===== config.mk =====
export PLATFORM = sky130hd
export DESIGN_NAME = pulse_inc_cnt
export DESIGN_NICKNAME = d
export VERILOG_FILES = /design/src/rtl/pulse_inc_cnt.sv
export SDC_FILE = /design/constraint.sdc
export NUM_CORES = 1
export LEC_CHECK = 0
export ABC_AREA = 1
export BUFFER_PORTS_ARGS = -buffer_cell sky130_fd_sc_hd__buf_2
export CORE_MARGIN = 5
export CORE_UTILIZATION = 30
export DETAILED_ROUTE_END_ITERATION = 8
export PLACE_DENSITY_LB_ADDON = 0.2
export SLEW_MARGIN = 20
export SYNTH_ARGS = -nofsm -noshare
export SYNTH_HDL_FRONTEND = slang
export SYNTH_SLANG_ARGS = --single-unit

===== constraint.sdc =====
create_clock -name clock -period 1.15 [get_ports clock]
set_input_delay 0 -clock clock [delete_from_list [all_inputs] [get_ports clock]]
set_output_delay 0 -clock clock [all_outputs]
set_load 0.02 [all_outputs]

===== src/rtl/pulse_inc_cnt.sv =====
// Modulo-MODULO event counter for the watch timekeeping chain.
// carry is combinational so a downstream stage steps on the same edge this one wraps.
module pulse_inc_cnt #(
  parameter int WIDTH  = 8,
  parameter int MODULO = 60
) (
  input  logic             clock,
  input  logic             reset,
  input  logic             pulse,
  output logic [WIDTH-1:0] data,
  output logic             carry
);

  localparam logic [WIDTH-1:0] last_val = WIDTH'(MODULO - 1);

  logic at_last;
  logic below_last;

  assign at_last    = (data == last_val);
  assign below_last = (data < last_val);

  // Anything at or above the last value reloads 0, so a corrupted count self-recovers.
  always_ff @(posedge clock or negedge reset) begin
    if (!reset) begin
      data <= '0;
    end else if (pulse) begin
      if (below_last) data <= data + WIDTH'(1);
      else            data <= '0;
    end
  end

  assign carry = reset & pulse & at_last;

endmodule


==> results of run 1 <==
==> what timing repair did <==
item,CTS,global route
setup buffers,2,3
pin swaps,4,5
endpoints found under the setup margin,1,6
gates cloned,0,0
hold buffers,1,0
endpoints found under the hold margin,8,0
gates resized for setup,3,5
==> per-stage QoR <==
step | hold WS (ps) | setup slack [ps] | power [mW] | util [%] | setup TNS [ps]
floorplan | -296 | 17.9 | 0.864 | - | 0
global placement | -136 | 60.5 | 1.09 | 39.8 | 0
detailed placement | -137 | 45.8 | 1.09 | 39.8 | 0
CTS | 54.5 | 2.46 | 1.33 | 43.5 | 0
global route | 105 | -53.2 | 1.49 | 45.9 | -125
finish | 68.2 | 12.5 | 1.36 | 45.9 | 0
==> layout make-up <==
| cell class | instances | area [um^2] | share of cell area (%) |
|---|---|---|---|
| Timing Repair Buffer | 19 | 124 | 20.2 |
| Inverter | 9 | 33.8 | 5.52 |
| Sequential cell | 8 | 204 | 33.3 |
| Clock buffer | 4 | 26.3 | 4.29 |
| Tap cell | 15 | 18.8 | 3.07 |
| Multi-Input combinational cell | 40 | 205 | 33.5 |
==> cell usage in the layout, fill, tap and decap left out, types with 2 or more instances in the layout <==
| cell | n |
|---|---|
| dfrtp_1 | 5 |
| dfrtp_2 | 3 |
| buf_4 | 7 |
| clkbuf_4 | 3 |
| nor2_2 | 2 |
| buf_2 | 10 |
| nand2_1 | 18 |
| nand2_2 | 4 |
| nor2_1 | 5 |
| inv_1 | 8 |
| o21ai_1 | 3 |
| a21oi_1 | 2 |
==> kinds of logic after synthesis <==
logic type,Yosys count,share of synthesized area (%)
and+or+nand+nor,32,31.1
buffers and inverters,10,10.5
DFF,8,46.5
AOI/OAI and AO/OA,6,6.98
xor gates and xnor gates,1,2.04
adders and majority gates,1,2.91
==> critical path: cells and delay by family (launching register included) <==
| kind | cells | cell delay, ps |
|---|---|---|
| DFF | 1 | 420 |
| and+or+nand+nor | 1 | 280 |
| AOI/OAI and AO/OA | 1 | 110 |
| buffers and inverters | 2 | 250 |
==> routing by layer <==
metal  global-route usage, %  part of all wire (%)  up-vias
li1                        -                     -      221
met1                    14.5                    47      201
met2                    16.1                    48        7
met3                    2.26                   4.9        2
met4                    8.06                  0.80        0
met5                       0                     0        -
==> power by group <==
part	switching [mW]	total, mW	leakage [nW]	internal [mW]
clock	0.0941	0.227	0.0150	0.133
combinational	0.367	0.631	0.218	0.264
sequential	0.121	0.506	0.0978	0.385
==> worst max path at each step <==
stage | depth (start not counted) | endpoint | from | slack, ps
after floorplan | 8 | data[5]$_DFFE_PN0P_ | data[0]$_DFFE_PN0P_ | 20
after global placement | 8 | data[4]$_DFFE_PN0P_ | data[0]$_DFFE_PN0P_ | 60
after detailed placement | 8 | data[4]$_DFFE_PN0P_ | data[0]$_DFFE_PN0P_ | 50
final | 4 | data[0]$_DFFE_PN0P_ | data[0]$_DFFE_PN0P_ | 10
after global routing | 5 | carry | data[4]$_DFFE_PN0P_ | -50
after CTS | 5 | carry | data[4]$_DFFE_PN0P_ | 2
==> results.toml, run 1 <==
[sta]
final_hold_viol_count = 0
tightest_slew_ps = 215
fmax_mhz = 879
worst_clock_skew_ps = 9.37
rsz0062_at_grt = "true"
fin_crit_sh_pct = 98.9
min_period_ps = 1140
slew_viol_final = 0
slew_headroom_pct = 85.7
setup_violations = 0

[clock_network]
cts.sink_count = 8
cts_max_level = 1
clock_latency_ps = 250
cts.clk_slew.worst_paths_ps = 60
cts_made_buffers = 3
root_buffer = "clkbuf_4"
tritoncts = "yes"
clockBufferDepth = 2

[cells_and_area]
top_register = "data"
top_regs = "data: 8 flops"
finalNonFillerCells = 95
num-fill-cells = 150
largest_reg_flops = 8
antenna_cells = 0
nNetsFinal = 85
syn_to_final_growth_pct = 42.2
final_cell_area_um2 = 612
layout-drive-gt1-share_pct = 41.3

[setup_path]
cp-end-kind = "flop"
r2r-start = "data[0]$_DFFE_PN0P_"
r2r_slack_ps = 10
criticalPathCategory = "flop to flop"
path_cells = "buf_4, buf_6, or2_2, o21ai_1"
ff2ff_path_depth = 4
crit_arrival_ps = 1320
cp-start-kind = "flop"
reg2reg_to = "data[0]$_DFFE_PN0P_"
path_max_fanout = 4
cpMaxStageDelayCell = "dfrtp_2"
cp.required_ps = 1330
slowest_delay_ps = 420

[placed_design]
place_area_um2 = 531
dp.final_hpwl_um = 742
gp_congestion = 0.779
dp_cells = 86
port_buffers = 11

[global_routing]
grt_pass1_vias = 410
grt_pass1_wl_mm = 1.71
track_usage_pct = 11.1
antenna_found_initial = 0
grt_max_degree = 12
overflow = 0

[logic_synthesis]
synthCells = 58
synth-edff-count = 0
syn_area_per_cell_um2 = 7.42
synth_area_um2 = 430
ys_types = 15
synth_top_area_share_pct = 46.5
ys_seq_area_share_pct = 46.5
yosys-top-cells-count = "nand2_1 (20), inv_1 (9), dfrtp_1 (8)"
yosys_warnings = 0
synth_nets = 62
yosysMostFrequentCell = "nand2_1"
ys_ff_latch = 8
synthArstFlopShare_pct = 100
yosys.area.top_type = "dfrtp_1"
synth_area_leaders = "dfrtp_1 (47%), nand2_1 (17%), inv_1 (7.8%)"
synth_ff_type = "dfrtp_1"

[power]
irDropWorstVdd_mv = 0.939
leakage_nw = 0.331
power.density_nw_per_um2 = 2230

[floorplanning]
dieHeight_um = 47.9
coreArea_um2 = 1330
rows = 13
pin_count = 12
initial_utilization_pct = 32.3
dieArea_um2 = 2290
die_x_um = 47.9

[min_path]
hold_depth = 2
hp-class = "input pin to flop"
hold_path.startpoint = "pulse"
hold_end = "data[7]$_DFFE_PN0P_"

[job]
max_cap_violations = 0

[routing]
wl_mm = 1.00
ant_nets = 0
wire_per_inst_um = 10.6
drt-vias-per-instance = 4.54
dr.pass1.iters = 2
post-route-drc-count = 0
drt_iter0_markers = 1
vias = 431

[status]
status = "complete, no violations"
No activity file was read; power rests on OpenSTA's default activity.
==> inputs of run 2 (changes only) <==
--- a/config.mk
+++ b/config.mk
@@ -5,7 +5,6 @@
 export SDC_FILE = /design/constraint.sdc
 export NUM_CORES = 1
 export LEC_CHECK = 0
-export ABC_AREA = 1
 export BUFFER_PORTS_ARGS = -buffer_cell sky130_fd_sc_hd__buf_2
 export CORE_MARGIN = 5
 export CORE_UTILIZATION = 30
==> results.toml, run 2 <==
[cells_and_area]
num-fill-cells = 133
nNetsFinal = 72
final_cell_area_um2 = 683
register_area_um2 = 205
top_regs = "data: 8 flops"
multi_input_area_um2 = 256
final_common_cell = "buf_4"
layout-drive-gt1-share_pct = 56.7
top_register = "data"
largest_reg_flops = 8
antenna_cells = 0
fin_util_pct = 52.5
syn_to_final_growth_pct = 65.5
layout_common_cells = "buf_4 (11), buf_2 (10), dfrtp_2 (4), dfrtp_1 (4)"

[power]
leakage_nw = 0.327
finalPower_mw = 1.59
irDropWorstVdd_mv = 1.13
power.density_nw_per_um2 = 2330

[floorplanning]
rows = 13
dieHeight_um = 47.1
die_x_um = 47.1
dieArea_um2 = 2220
coreArea_um2 = 1300
pin_count = 12
initial_utilization_pct = 31.7

[sta]
rsz0062_at_grt = "true"
fmax_mhz = 697
fin_crit_sh_pct = 125
setup_violations = 7
slew_headroom_pct = 85.9
slew_viol_final = 0
fin_setup_tns_ps = -1640
tightest_slew_ps = 209
min_period_ps = 1430
final_hold_viol_count = 0
final.setup.worst_slack_ps = -284
worst_clock_skew_ps = 1.50

[routing]
post-route-drc-count = 0
met1Wirelength_um = 520
route.met2.wl_um = 597
drt_iter0_markers = 4
top_layer = "met4"
drt-vias-per-instance = 5.21
dr.pass1.iters = 3
wl_mm = 1.24
dr_wl_met3_um = 90
vias = 427
wire_per_inst_um = 15.1
ant_nets = 0

[global_routing]
grt_pass1_vias = 395
overflow = 0
track_usage_pct = 12.7
antenna_found_initial = 0
grt_pass1_wl_mm = 1.81
grt_max_degree = 12

[logic_synthesis]
yosys-top-cells-count = "dfrtp_1 (8), inv_1 (3), nand2_1 (3), nand2b_1 (3)"
synth_top_area_share_pct = 48.5
synthCells = 40
syn_area_per_cell_um2 = 10.3
ys_ff_latch = 8
synth_area_um2 = 413
synth_ff_type = "dfrtp_1"
synthArstFlopShare_pct = 100
synth_nets = 44
yosys.area.top_type = "dfrtp_1"
synth_area_leaders = "dfrtp_1 (48%), nand2b_1 (4.5%), and4_1 (4.2%)"
yosys_warnings = 0
synth-edff-count = 0
yosysMostFrequentCell = "dfrtp_1"
ys_types = 22
ys_seq_area_share_pct = 48.5

[clock_network]
clock_latency_ps = 270
tritoncts = "yes"
cts.sink_count = 8
cts.clk_slew.worst_paths_ps = 60
root_buffer = "clkbuf_4"
cts_max_level = 1
cts_made_buffers = 3
clockBufferDepth = 2

[min_path]
hp-class = "input pin to flop"

[setup_path]
cp.required_ps = 1330
crit_arrival_ps = 1620
criticalPathCategory = "flop to flop"
cp-end-kind = "flop"
cp-start-kind = "flop"
path_max_fanout = 4

[status]
violations = "setup timing"
status = "finished, violations left"

[job]
max_cap_violations = 0

[placed_design]
port_buffers = 11
place_area_um2 = 587
pre_cts_slack_ps = -300
dp.final_hpwl_um = 812
gp_congestion = 0.767
## run 2: cell count changes in the layout (fill, tap and decap cells not counted), sizes merged, moves of 3 or more
| cell | previous run | this run |
|---|---|---|
| inv | 9 | 3 |
| nor2 | 7 | 0 |
| nand2b | 0 | 3 |
| buf | 18 | 23 |
| o21ai | 4 | 0 |
| nand2 | 22 | 3 |
## run 2: layer usage
layer / up-vias / track usage [%]
li1: 204 / -
met1: 205 / 15.2
met2: 12 / 19.2
met3: 6 / 4.60
met4: 0 / 8.29
met5: - / 0
## run 2: final timing paths
kind                       cells past startpoint                start  slack, ps                  end
max                                            4  data[1]$_DFFE_PN0P_       -280  data[4]$_DFFE_PN0P_
min                                            3                pulse         80  data[7]$_DFFE_PN0P_
max reg2reg                                    4  data[1]$_DFFE_PN0P_       -280  data[4]$_DFFE_PN0P_
min reg2reg                                    2  data[5]$_DFFE_PN0P_        580  data[5]$_DFFE_PN0P_
max in group asynchronous                      2                reset        850  data[1]$_DFFE_PN0P_
min in group asynchronous                      2                reset        110  data[4]$_DFFE_PN0P_
## run 2: cell families (layout without fill, tap and decap cells)
group                      after synthesis  count (layout)  share of synthesized area (%)
DFF                                      8               8                           48.5
buffers and inverters                    4              31                           3.64
and+or+nand+nor                         17              17                           25.5
AOI/OAI and AO/OA                       10              10                           19.4
adders and majority gates                1               1                           3.03
## run 2: per-stage QoR
stage	instances	hold WS (ps)
finish	82	81.3
global placement	75	-142
detailed placement	75	-140
global route	82	85.8
CTS	81	65.7
floorplan	40	-296
## run 2: layout make-up
type / instances / area share [%]
inverters: 3 / 1.65
multi-input cells: 28 / 37.5
flip-flops and latches: 8 / 30.0
clock buffers: 4 / 3.85
repair buffers: 24 / 24.2
well taps: 15 / 2.75
## run 2: report_power, final
part	internal, mW	switching [mW]
Combinational	0.426	0.462
Sequential	0.376	0.0751
Clock	0.134	0.117
Total	0.936	0.654
## run 2: timing repair
| action | CTS | global route |
|---|---|---|
| hold buffers | 1 | 0 |
| endpoints found under the setup margin | 7 | 7 |
| gates resized for setup | 6 | 2 |
| buffers inserted | 1 | 2 |
| pin swaps | 2 | 2 |
| hold endpoints to repair | 8 | 0 |
## run 2: worst max-delay path: stages, from the launching register on
cell and delay [ps]:
dfrtp_2 420, ha_4 160, o2111a_1 250, or3_4 360, o221ai_2 150
